===== config.mk =====
export PLATFORM = sky130hd
export DESIGN_NAME = aipp_token_lease_dispatcher
export DESIGN_NICKNAME = d
export VERILOG_FILES = /design/src/rtl/aipp_dispatch_pkg.sv /design/src/rtl/aipp_lease_channel.sv /design/src/rtl/aipp_token_lease_dispatcher.sv
export SDC_FILE = /design/constraint.sdc
export NUM_CORES = 1
export LEC_CHECK = 0
export CAP_MARGIN = 20
export CORE_UTILIZATION = 50
export DETAILED_ROUTE_END_ITERATION = 8
export PLACE_DENSITY = 0.79
export SETUP_SLACK_MARGIN = 0.3
export SLEW_MARGIN = 25
export SYNTH_ARGS = -nofsm -noshare
export SYNTH_HDL_FRONTEND = slang
export SYNTH_SLANG_ARGS = --single-unit

===== constraint.sdc =====
create_clock -name clk -period 5.1 [get_ports clk]
set_input_delay 1.02 -clock clk [delete_from_list [all_inputs] [get_ports clk]]
set_output_delay 1.02 -clock clk [all_outputs]
set_load 0.03 [all_outputs]

===== src/rtl/aipp_dispatch_pkg.sv =====
// Shared types and constants for the token-lease dispatcher.
package aipp_dispatch_pkg;

    typedef enum logic [1:0] {
        StIdle,
        StArmed,
        StRun,
        StDrain
    } ch_state_e;

    // A token is only valid when this low field of its payload is non-zero.
    localparam int unsigned TOKEN_LOW_W = 64;

endpackage


===== src/rtl/aipp_lease_channel.sv =====
// One ALU cluster channel: lease-bounded RUN with a fixed clock drain afterwards.
module aipp_lease_channel
    import aipp_dispatch_pkg::*;
#(
    parameter int unsigned LEASE_W      = 16,
    parameter int unsigned DRAIN_CYCLES = 4
) (
    input  logic               clk,
    input  logic               rst,
    input  logic               tok_load,
    input  logic [LEASE_W-1:0] tok_lease,
    input  logic               cp_req,
    input  logic               run_allow,
    output logic               run_want,
    output logic               cp_grant,
    output logic               clock_enable,
    output logic               lease_expired
);

    localparam int unsigned DRAIN_W = (DRAIN_CYCLES > 1) ? $clog2(DRAIN_CYCLES) : 1;
    localparam logic [DRAIN_W-1:0] DRAIN_LOAD = DRAIN_W'(DRAIN_CYCLES - 1);

    ch_state_e          state_q;
    logic [LEASE_W-1:0] lease_q;
    logic [DRAIN_W-1:0] drain_q;

    assign run_want = (state_q == StArmed) && cp_req;

    always_ff @(posedge clk or posedge rst) begin
        if (rst) begin
            state_q       <= StIdle;
            lease_q       <= '0;
            drain_q       <= '0;
            cp_grant      <= 1'b0;
            clock_enable  <= 1'b0;
            lease_expired <= 1'b0;
        end else begin
            lease_expired <= 1'b0;
            unique case (state_q)
                StIdle: begin
                    if (tok_load) begin
                        state_q <= StArmed;
                        lease_q <= tok_lease;
                    end
                end
                StArmed: begin
                    if (tok_load) lease_q <= tok_lease;
                    if (cp_req && run_allow) begin
                        state_q      <= StRun;
                        cp_grant     <= 1'b1;
                        clock_enable <= 1'b1;
                    end
                end
                StRun: begin
                    // Only cycles with an active request consume lease.
                    if (!cp_req) begin
                        state_q  <= StDrain;
                        cp_grant <= 1'b0;
                        drain_q  <= DRAIN_LOAD;
                        if (tok_load) lease_q <= tok_lease;
                    end else if (tok_load) begin
                        lease_q <= tok_lease;
                    end else if (lease_q == LEASE_W'(1)) begin
                        state_q       <= StDrain;
                        cp_grant      <= 1'b0;
                        drain_q       <= DRAIN_LOAD;
                        lease_q       <= '0;
                        lease_expired <= 1'b1;
                    end else begin
                        lease_q <= lease_q - LEASE_W'(1);
                    end
                end
                StDrain: begin
                    if (tok_load) lease_q <= tok_lease;
                    if (drain_q == '0) begin
                        clock_enable <= 1'b0;
                        state_q <= ((tok_load ? tok_lease : lease_q) != '0) ? StArmed : StIdle;
                    end else begin
                        drain_q <= drain_q - DRAIN_W'(1);
                    end
                end
            endcase
        end
    end

endmodule


===== src/rtl/aipp_token_lease_dispatcher.sv =====
// Multi-channel lease dispatcher: token decode/reject, per-channel lease FSMs and
// optional wake stagger (define AIPP_STAGGER_EN to allow one ARMED->RUN per cycle).
module aipp_token_lease_dispatcher
    import aipp_dispatch_pkg::*;
#(
    parameter int unsigned NUM_CH       = 4,
    parameter int unsigned TOKEN_W      = 128,
    parameter int unsigned LEASE_W      = 16,
    parameter int unsigned DRAIN_CYCLES = 4,
    localparam int unsigned CH_W        = (NUM_CH > 1) ? $clog2(NUM_CH) : 1
) (
    input  logic               clk,
    input  logic               rst,
    input  logic               token_valid,
    input  logic [CH_W-1:0]    token_ch,
    input  logic [TOKEN_W-1:0] token_data,
    input  logic [LEASE_W-1:0] token_lease,
    output logic               token_reject,
    input  logic [NUM_CH-1:0]  cp_req,
    output logic [NUM_CH-1:0]  cp_grant,
    output logic [NUM_CH-1:0]  alu_clock_enable,
    output logic [NUM_CH-1:0]  lease_expired
);

    logic              ch_in_range;
    logic              tok_ok;
    logic [NUM_CH-1:0] run_want;
    logic [NUM_CH-1:0] run_allow;

    assign ch_in_range = (32'(token_ch) < NUM_CH);
    assign tok_ok = token_valid && (token_data[TOKEN_LOW_W-1:0] != '0) &&
                    (token_lease != '0) && ch_in_range;

    if (TOKEN_W > TOKEN_LOW_W) begin : g_token_hi
        logic unused_token_hi;
        assign unused_token_hi = ^token_data[TOKEN_W-1:TOKEN_LOW_W];
    end

    always_ff @(posedge clk or posedge rst) begin
        if (rst) token_reject <= 1'b0;
        else     token_reject <= token_valid && !tok_ok;
    end

`ifdef AIPP_STAGGER_EN
    // Lowest-index ARMED channel with a request is the only one woken this cycle.
    always_comb begin
        logic found;
        found     = 1'b0;
        run_allow = '0;
        for (int unsigned i = 0; i < NUM_CH; i++) begin
            if (run_want[i] && !found) begin
                run_allow[i] = 1'b1;
                found        = 1'b1;
            end
        end
    end
`else
    logic unused_run_want;
    assign unused_run_want = ^run_want;
    assign run_allow       = '1;
`endif

    for (genvar i = 0; i < NUM_CH; i++) begin : g_ch
        aipp_lease_channel #(
            .LEASE_W      (LEASE_W),
            .DRAIN_CYCLES (DRAIN_CYCLES)
        ) u_ch (
            .clk           (clk),
            .rst           (rst),
            .tok_load      (tok_ok && (token_ch == CH_W'(i))),
            .tok_lease     (token_lease),
            .cp_req        (cp_req[i]),
            .run_allow     (run_allow[i]),
            .run_want      (run_want[i]),
            .cp_grant      (cp_grant[i]),
            .clock_enable  (alu_clock_enable[i]),
            .lease_expired (lease_expired[i])
        );
    end

endmodule


==> results by group <==
Run status
  • Status: finished, final reports clean

STA
  • Slew Limit Fails: 0
  • Max Freq: 279 MHz
  • Total Neg Setup Slack: 0 ps
  • Worst slew pin tran: 914 ps
  • RSZ-0062 raised after global routing: no
  • Fin crit share: 0.702
  • Post-Route Skew: 10.4 ps
  • Period minus WS final: roughly 3600 ps
  • Final hold violations: 0
  • Max_slew headroom: 0.385
  • Final Setup Violations: 0

Critical path
  • Critical path capture point type: register
  • Crit path kind: in -> reg
  • Startpoint types: input pin
  • Arrival time worst endpoint: around 3800 ps
  • Crit-path max FO: 37
  • Data required, critical path: between 5000 and 6000 ps

Logic synthesis
  • Post-Syn Nets: 948
  • Number of synthesized flops with an enable pin: 0
  • Seq cells post-synth: 93
  • Most used DFF post-synth: dfrtp_1
  • Register area share after synthesis: 0.379
  • Netlist cell types: 61
  • Synth area leader: dfrtp_1
  • Dominant cells by area after synthesis: dfrtp_1 38%, o21ai_0 7.5%, ha_1 6.5%, nand2_1 6.0%, a21oi_1 5.5%
  • Yosys top cell area share: 0.379
  • Avg Inst Size Synth: 8.06 um2
  • Async SR Flop Fraction: 1.00
  • Mapped cell area: 6150 um2
  • Yosys warns: 0
  • Post-Syn Instances: 763

Final layout
  • Share of cells above drive strength 1: 0.0482
  • Area growth syn-to-layout: 22.2%
  • Most frequent cells in the layout: 101 x clkdlybuf4s50_1, 98 x nand2_1, 93 x dfrtp_1
  • Non-Filler Instances: 997
  • Nets: 1030
  • Leading cell type in the layout, fill and taps excluded: clkdlybuf4s50_1
  • Ant diodes: 0

Place
  • Placer Congestion: 0.867
  • Buffers on Ports: 101
  • Number of instances in the placed design: 981
  • Hpwl dp: 11700 um

GRT
  • Number of global-route vias before repair: 5633
  • Initial antenna violation count: 0
  • Global route overflow: 0
  • First-pass GRT wire length: 26800 um
  • Largest net degree at the start of global routing: 54
  • GRT Util Overall: 0.265

Route
  • Drt pass-1 iters: 5
  • Final wirelength: 16300 um
  • Drt initial violations: about 530
  • DRC: 0
  • DR WL/cell: 16.3 um
  • Vias: about 6000
  • Antenna violation net count after detailed routing: 0
  • Via density per instance: ~6

Flow run
  • Max-Cap Viols: 0

Clock tree
  • Clk buf depth: 2
  • Sink Count: slightly above 90
  • CTS Root Cell: clkbuf_16
  • Resize count post-CTS: 0
  • TritonCTS Buffers: 9
  • Reg clk slew, reported paths: 60 ps
  • CTS tree: yes
  • Worst-Skew Late Latency: 350 ps
  • Clock H-tree levels: 3
  • Post-CTS setup buffers: 0
  • Hold buffer count at CTS: 0

Floorplan
  • Die area: around 13000 um2
  • Die height: 113 um
  • Ports: 166
  • Cell row count: 40
  • Starting Density: 0.512
  • Chip width: 113 um
  • Core Box Area: 12000 um2

Power
  • Peak supply drop: 0.223 mV
  • Static Leakage: 2.96 nW
  • Power per standard cell area: 415 nW/um2

Min path
  • Hold Crit Class: reg -> reg
[path summary, 6_finish.rpt]
path	from	end	slack [ps]	cells past startpoint
hold / removal	g_ch[0].u_ch.clock_enable	g_ch[0].u_ch.clock_enable	510	2
setup / recovery	token_lease[9]	g_ch[2].u_ch.state_q[1]	1520	9
min in group asynchronous	rst	g_ch[2].u_ch.lease_q[4]	1120	2
max in group asynchronous	rst	g_ch[3].u_ch.state_q[1]	2960	3
setup reg to reg	g_ch[3].u_ch.lease_q[4]	g_ch[3].u_ch.drain_q[1]	2190	5
hold reg to reg	g_ch[0].u_ch.clock_enable	g_ch[0].u_ch.clock_enable	510	2
[per-stage QoR]
step | setup WS, ps | utilization | area (um2) | hold WS, ps | total power (W)
3_5_place_dp | 1150 | 0.600 | 7200 | 494 | 0.00242
2_1_floorplan | 1660 | - | 6150 | 458 | 0.00206
4_1_cts | 1520 | 0.625 | 7510 | 509 | 0.00312
6_report | 1520 | 0.626 | 7510 | 508 | 0.00312
5_1_grt | 1280 | 0.626 | 7510 | 526 | 0.00335
3_3_place_gp | 1180 | 0.600 | 7200 | 470 | 0.00233
[Yosys cell counts, types with 4 or more instances]
cell / n
nor2_1: 71
a31oi_1: 9
a22oi_1: 5
o21ai_0: 92
nand3_1: 12
buf_2: 4
nand2_1: 98
mux2_1: 5
and3_1: 7
inv_1: 34
nor4_1: 39
o21ai_1: 11
nand2b_1: 11
nor3_1: 35
nand4b_1: 4
buf_4: 12
a21oi_1: 68
a32oi_1: 5
nand4_1: 10
and2_1: 9
ha_1: 32
dfrtp_1: 93
clkbuf_1: 20
nor2b_1: 7
a211oi_1: 5
a221oi_1: 6
[critical path, cell delays in order]
cell	delay, ps
clkdlybuf4s50_1	640
nor4_1	360
nand4_1	290
nand4b_1	210
nor2_2	40
buf_4	250
o21ba_1	270
or3_4	410
mux2_4	300
[logic make-up after synthesis]
logic type	after synthesis	share of synthesized area
mux	10	0.0187
compound gates	228	0.215
simple gates	330	0.272
flops	93	0.379
fa+ha+maj	32	0.0651
buf+inv	70	0.0509
[sequential cells by signal, summed over array words and instances (netlist names)]
| register | count |
|---|---|
| g_ch.u_ch.drain_q | 8 |
| g_ch.u_ch.lease_expired | 4 |
| g_ch.u_ch.cp_grant | 4 |
| g_ch.u_ch.clock_enable | 4 |
| g_ch.u_ch.state_q | 8 |
| g_ch.u_ch.lease_q | 64 |
| token_reject | 1 |
[metal layers]
| metal | GRT usage | wire length (um) |
|---|---|---|
| met4 | 0.116 | 504 |
| met3 | 0.0477 | 1080 |
| met5 | 0 | 0 |
| met2 | 0.416 | 7520 |
| met1 | 0.361 | 7150 |
[report_power, final]
group / switching, W / internal, W
registers: 0.000236 / 0.000947
logic: 0.000688 / 0.000546
clock network: 0.000294 / 0.000407
total: 0.00122 / 0.00190
[final cells by class]
class | instances | area [um2]
Sequential cell | 93 | 2330
Timing Repair Buffer | 107 | 1060
Multi-Input combinational cell | 600 | 3510
Fill cell | 1025 | 4500
Clock buffer | 11 | 253
Inverter | 34 | 130
Clock inverter | 5 | 56.3
Tap cell | 147 | 184
Power figures use the tool's default switching activity.
==> edit 1: new RTL, config.mk and constraints unchanged <==
The package constant `TOKEN_LOW_W` goes from 64 to 60.
--- a/src/rtl/aipp_dispatch_pkg.sv
+++ b/src/rtl/aipp_dispatch_pkg.sv
@@ -9,7 +9,7 @@
     } ch_state_e;
 
     // A token is only valid when this low field of its payload is non-zero.
-    localparam int unsigned TOKEN_LOW_W = 64;
+    localparam int unsigned TOKEN_LOW_W = 60;
 
 endpackage
 
Check against the original RTL: not equivalent (a bounded check fails within 4 cycles, from zero or initial values and one cycle with rst high).
==> edit 1 against the original RTL <==
  * Worst setup slack better by 300 ps
  * Total power is 3.2% higher
  * Critical endpoint is now g_ch[2].u_ch.drain_q[1]$_DFFE_PP0P_
  * Critical path depth is 1 lower
  * Final cell count is 3.1% higher
  * Clock power is 6.4% higher
  * Highest routed layer unchanged
  * Routed wire length is 4.5% higher
  * Worst hold slack better by 3.8 ps
  * Synthesized area is 0.92% higher
  * Synthesized cell count is 2.8% higher
  * Sequential cell count stayed put
  * Largest power group unchanged
  * Design area is 0.73% higher
==> edit 1: results (changes against the original RTL) <==
number of distinct standard cells referenced by the synthesized netlist 58 (-4.9%); leading cell types by total area after synthesis sky130_fd_sc_hd__dfrtp_1 38%, sky130_fd_sc_hd__o21ai_0 9.2%, sky130_fd_sc_hd__nand2_1 6.5%; Fill cells 1015 (-0.98%); adder and majority cell fraction of the synthesized area 6.45% (-0.059 points); port buffer count 97 (-4.0%); wire length of the first global-routing pass 28100 um (+4.8%); half-perimeter wire length of the detailed placement result 12000 um (+2.6%); worst-path maximum fanout 16 (-57%); total of cells resized after clock tree synthesis 0 (unchanged); proportion of power drawn by the clock network 23.2% (+0.7 points); mux contribution to synthesized area 2.78% (+0.91 points); Synth async-reset ratio 100% (unchanged); clock transition time at the flip-flop clock pins of the worst setup and hold paths approximately 70 ps; initial antenna violation count 0 (unchanged); routability congestion estimate 0.922 (+6.4%); Mapped Nets 969 (+2.2%); Layout Cells excl Fill 1028 (+3.1%); number of global-route vias before repair 5932 (+5.3%); CP peak stage delay 700 ps (+60 ps); remaining max-slew budget at the tightest pin 38.3% (-0.23 points); Leakage Power 2.91 nW (-1.8%); fraction of power spent switching nets 39.6% (+0.52 points); compound-cell area share of the yosys netlist 21.5% (about the same); synthesized-area fraction occupied by xor and xnor cells 0% (unchanged); skew final 7.10 ps (-3.27 ps); pin count of the biggest net entering global routing 61 (+13%); drt via density 6.00 (-0.17%); Detailed Route Iter0 Violations 563 (+7.0%); total cell area at the placement stage 0.00723 sq mm (+0.40%); Final Instance Area 0.00757 sq mm (+0.73%); Hold/Removal Path Class register to register; leading post-synthesis cells by instance count 114 x sky130_fd_sc_hd__o21ai_0, 107 x sky130_fd_sc_hd__nand2_1, 93 x sky130_fd_sc_hd__dfrtp_1; Post-synth EDFFs 0 (unchanged); post-synthesis sequential area ratio 37.5% (-0.34 points); Post-Place Worst Slack 1490 ps (+343 ps); global-route usage over all layers 27.6% (+1.1 points); fraction of layout instances using a drive strength above 1 5.93% (+1.1 points); overall power of the completed layout 3.22 mW (+3.2%); net count of the finished layout 1040 (+0.97%); Routed WL per cell 16.5 um (+1.3%); run status finished, final reports clean; maximum resistive drop on vdd 0.290 mV (+30%); length of the first detailed-routing pass in iterations 5 (unchanged); Arrival @ worst endpoint 3520 ps (-290 ps); Mapped Avg Cell Area 7.91 sq um (-1.8%)
## edit 1: cell count changes after synthesis, moves of 6 or more
cell                       change
sky130_fd_sc_hd__nand2_1       +9
sky130_fd_sc_hd__o21ai_1      -10
sky130_fd_sc_hd__nor3_1        +6
sky130_fd_sc_hd__a22oi_1       +6
sky130_fd_sc_hd__o21ai_0      +22
sky130_fd_sc_hd__mux2_2        +7
sky130_fd_sc_hd__nand2b_1      -7
sky130_fd_sc_hd__clkbuf_1      +6
sky130_fd_sc_hd__nor3b_1       +7
## edit 1: path summary, 6_finish.rpt
check / slack (ps) / end / start / depth (start not counted)
worst max-delay path: 1820 / g_ch[2].u_ch.drain_q[1]$_DFFE_PP0P_ / token_lease[0] / 8
worst min-delay path: 510 / g_ch[2].u_ch.clock_enable$_DFFE_PP0P_ / g_ch[2].u_ch.clock_enable$_DFFE_PP0P_ / 2
worst max register to register: 2160 / g_ch[2].u_ch.state_q[0]$_DFFE_PP0P_ / g_ch[2].u_ch.lease_q[9]$_DFF_PP0_ / 7
worst min register to register: 510 / g_ch[2].u_ch.clock_enable$_DFFE_PP0P_ / g_ch[2].u_ch.clock_enable$_DFFE_PP0P_ / 2
max in group asynchronous: 3160 / g_ch[1].u_ch.drain_q[1]$_DFFE_PP0P_ / rst / 3
min in group asynchronous: 1070 / g_ch[3].u_ch.lease_q[9]$_DFF_PP0_ / rst / 2
## edit 1: area by class of cell
type | count | area share, %
timing repair buffer | 105 | 13.6
tap | 168 | 2.78
clock buffer | 10 | 3.16
multi-input combinational | 615 | 46.9
clock inverter | 6 | 1.21
sequential | 93 | 30.7
inverter | 31 | 1.60
## edit 1: metal layers
layer,GRT usage (%),wire length (um),up-vias
met1,35.0,7330,2912
met2,46.5,8210,232
li1,-,-,2969
met4,13.6,605,0
met5,0,0,-
met3,3.77,848,55
==> edit 2: new RTL, same settings <==
Made on the original files. Encoding of `ch_state_e`: now one-hot (4 bits for 4 states).
--- a/src/rtl/aipp_dispatch_pkg.sv
+++ b/src/rtl/aipp_dispatch_pkg.sv
@@ -1,11 +1,11 @@
 // Shared types and constants for the token-lease dispatcher.
 package aipp_dispatch_pkg;
 
-    typedef enum logic [1:0] {
-        StIdle,
-        StArmed,
-        StRun,
-        StDrain
+    typedef enum logic [3:0] {
+        StIdle  = 4'b0001,
+        StArmed = 4'b0010,
+        StRun   = 4'b0100,
+        StDrain = 4'b1000
     } ch_state_e;
 
     // A token is only valid when this low field of its payload is non-zero.
Formal check against the unedited RTL: same outputs for any inputs over 4 cycles, from zero or initial values and one cycle with rst high; so few cycles prove little.
==> edit 2 against the original RTL <==
  * Synthesized area is 4.9% higher
  * Worst setup slack gained 240 ps
  * Design area rose by 3.9%
  * Total power is 1.1% lower
  * Routed wire length increased by 3.4%
  * Maximum frequency up 7.2%
  * Sequential cell count grew 8
==> edit 2: results (changes against the original RTL) <==
number of buffers added for setup after CTS 0 (unchanged); leading cell types by total area after synthesis sky130_fd_sc_hd__dfrtp_1 38%, sky130_fd_sc_hd__nand2_1 5.0%, sky130_fd_sc_hd__o21ai_1 4.5%; length of the first detailed-routing pass in iterations 5 (unchanged); wire length of the first global-routing pass 27300 um (+1.8%); remaining max-slew budget at the tightest pin 38.0% (-0.54 points); worst-path maximum fanout 24 (-35%); initial antenna violation count 0 (unchanged); post-synthesis sequential area ratio 39.3% (+1.4 points); routability congestion estimate 0.906 (+4.5%); number of distinct standard cells referenced by the synthesized netlist 70 (+15%); clock transition time at the flip-flop clock pins of the worst setup and hold paths 70 ps; global-route usage over all layers 26.2% (-0.30 points); number of CTS-inserted buffers 9 (unchanged); run status finished, final reports clean; insertion delay of the later-clocked pin in the worst-skew pair 360 ps; net count of the finished layout 1003 (-2.6%); number of H-tree levels 3 (unchanged); YS warnings 0 (unchanged); total number of vias 6208 (+3.6%); Hold/Removal Path Class register to register; global-route track usage on met3 5.23% (+0.46 points); buffer depth of the longest clock path 2 (unchanged); Routed WL per cell 16.6 um (+1.6%); CP peak stage delay 780 ps (+140 ps); pin count of the biggest net entering global routing 77 (+43%); Synth async-reset ratio 100% (unchanged); number of global-route vias before repair 5853 (+3.9%); port buffer count 101 (unchanged); clk root buf sky130_fd_sc_hd__clkbuf_16; fraction of layout instances using a drive strength above 1 6.64% (+1.8 points); half-perimeter wire length of the detailed placement result 12100 um (+3.0%); skew final 7.65 ps (-2.72 ps); Mapped Nets 934 (-1.5%); Antenna diodes 0 (unchanged); Fill cells 1094 (+6.7%); Largest delay share family, worst path simple AND/OR/NAND/NOR gates; Regs by FF count g_ch.u_ch.lease_q (64), g_ch.u_ch.state_q (16), g_ch.u_ch.drain_q (8); total of cells resized after clock tree synthesis 0 (unchanged); Leakage Power 3.02 nW (+2.0%); Detailed Route Iter0 Violations 578 (+9.9%); leading post-synthesis cells by instance count 97 x sky130_fd_sc_hd__dfrtp_1, 86 x sky130_fd_sc_hd__nand2_1, 69 x sky130_fd_sc_hd__nor2_1; total cell area at the placement stage 0.00749 sq mm (+4.0%); met1 usage in global routing 31.9% (-4.2 points); met2 Use GR 46.1% (+4.5 points); slowest CP cell sky130_fd_sc_hd__clkdlybuf4s50_1; maximum resistive drop on vdd 0.233 mV (+4.4%)
-- edit 2: final timing paths --
path,start,to,slack (ps),cells past startpoint
max,token_lease[13],g_ch[1].u_ch.lease_q[3]$_DFF_PP0_,1760,6
min,g_ch[0].u_ch.drain_q[1]$_DFFE_PP0P_,g_ch[0].u_ch.drain_q[1]$_DFFE_PP0P_,510,1
max reg2reg,g_ch[3].u_ch.lease_q[9]$_DFF_PP0_,g_ch[3].u_ch.drain_q[1]$_DFFE_PP0P_,2390,6
min reg2reg,g_ch[0].u_ch.drain_q[1]$_DFFE_PP0P_,g_ch[0].u_ch.drain_q[1]$_DFFE_PP0P_,510,1
max in group asynchronous,rst,g_ch[0].u_ch.lease_q[14]$_DFF_PP0_,3100,3
min in group asynchronous,rst,g_ch[1].u_ch.cp_grant$_DFFE_PP0P_,1140,2
-- edit 2: metal layers --
layer	routed length [um]	up-vias
met5	0	-
met4	347	0
met3	1040	29
met2	8330	236
met1	7100	2983
li1	-	2960
-- edit 2: layout make-up --
type,instances,area (sq um),area share (%)
Inverter,29,114,1.46
Tap cell,172,215,2.76
Clock inverter,6,68.8,0.882
Timing Repair Buffer,110,1080,13.8
Sequential cell,101,2530,32.4
Multi-Input combinational cell,587,3560,45.6
Clock buffer,10,239,3.06
-- edit 2: cell families (layout without fill, tap and decap cells) --
kind of cell    after synthesis  in the layout  share of synthesized area (%)
simple gates                336            336                           27.8
compound gates              217            217                           21.2
flops                       101            101                           39.3
buf+inv                      81            155                           5.76
mux                          18             18                           3.04
fa+ha+maj                    12             12                           2.33
xor+xnor                      4              4                          0.543
-- edit 2: where the power goes --
group | leakage, nW | total (mW) | internal, mW | switching, mW
sequential | 1.17 | 1.28 | 1.01 | 0.263
clock | 0.149 | 0.721 | 0.398 | 0.324
combinational | 1.70 | 1.08 | 0.487 | 0.596
total | 3.02 | 3.08 | 1.90 | 1.18
-- edit 2: through the flow --
stage,utilization [%],setup slack (ps),total power [mW],instances
floorplan,-,1440,2.06,769
global placement,59.3,1490,2.29,999
detailed placement,59.3,1470,2.36,999
CTS,61.8,1820,3.08,1015
global route,61.8,1660,3.28,1015
finish,61.8,1760,3.08,1015
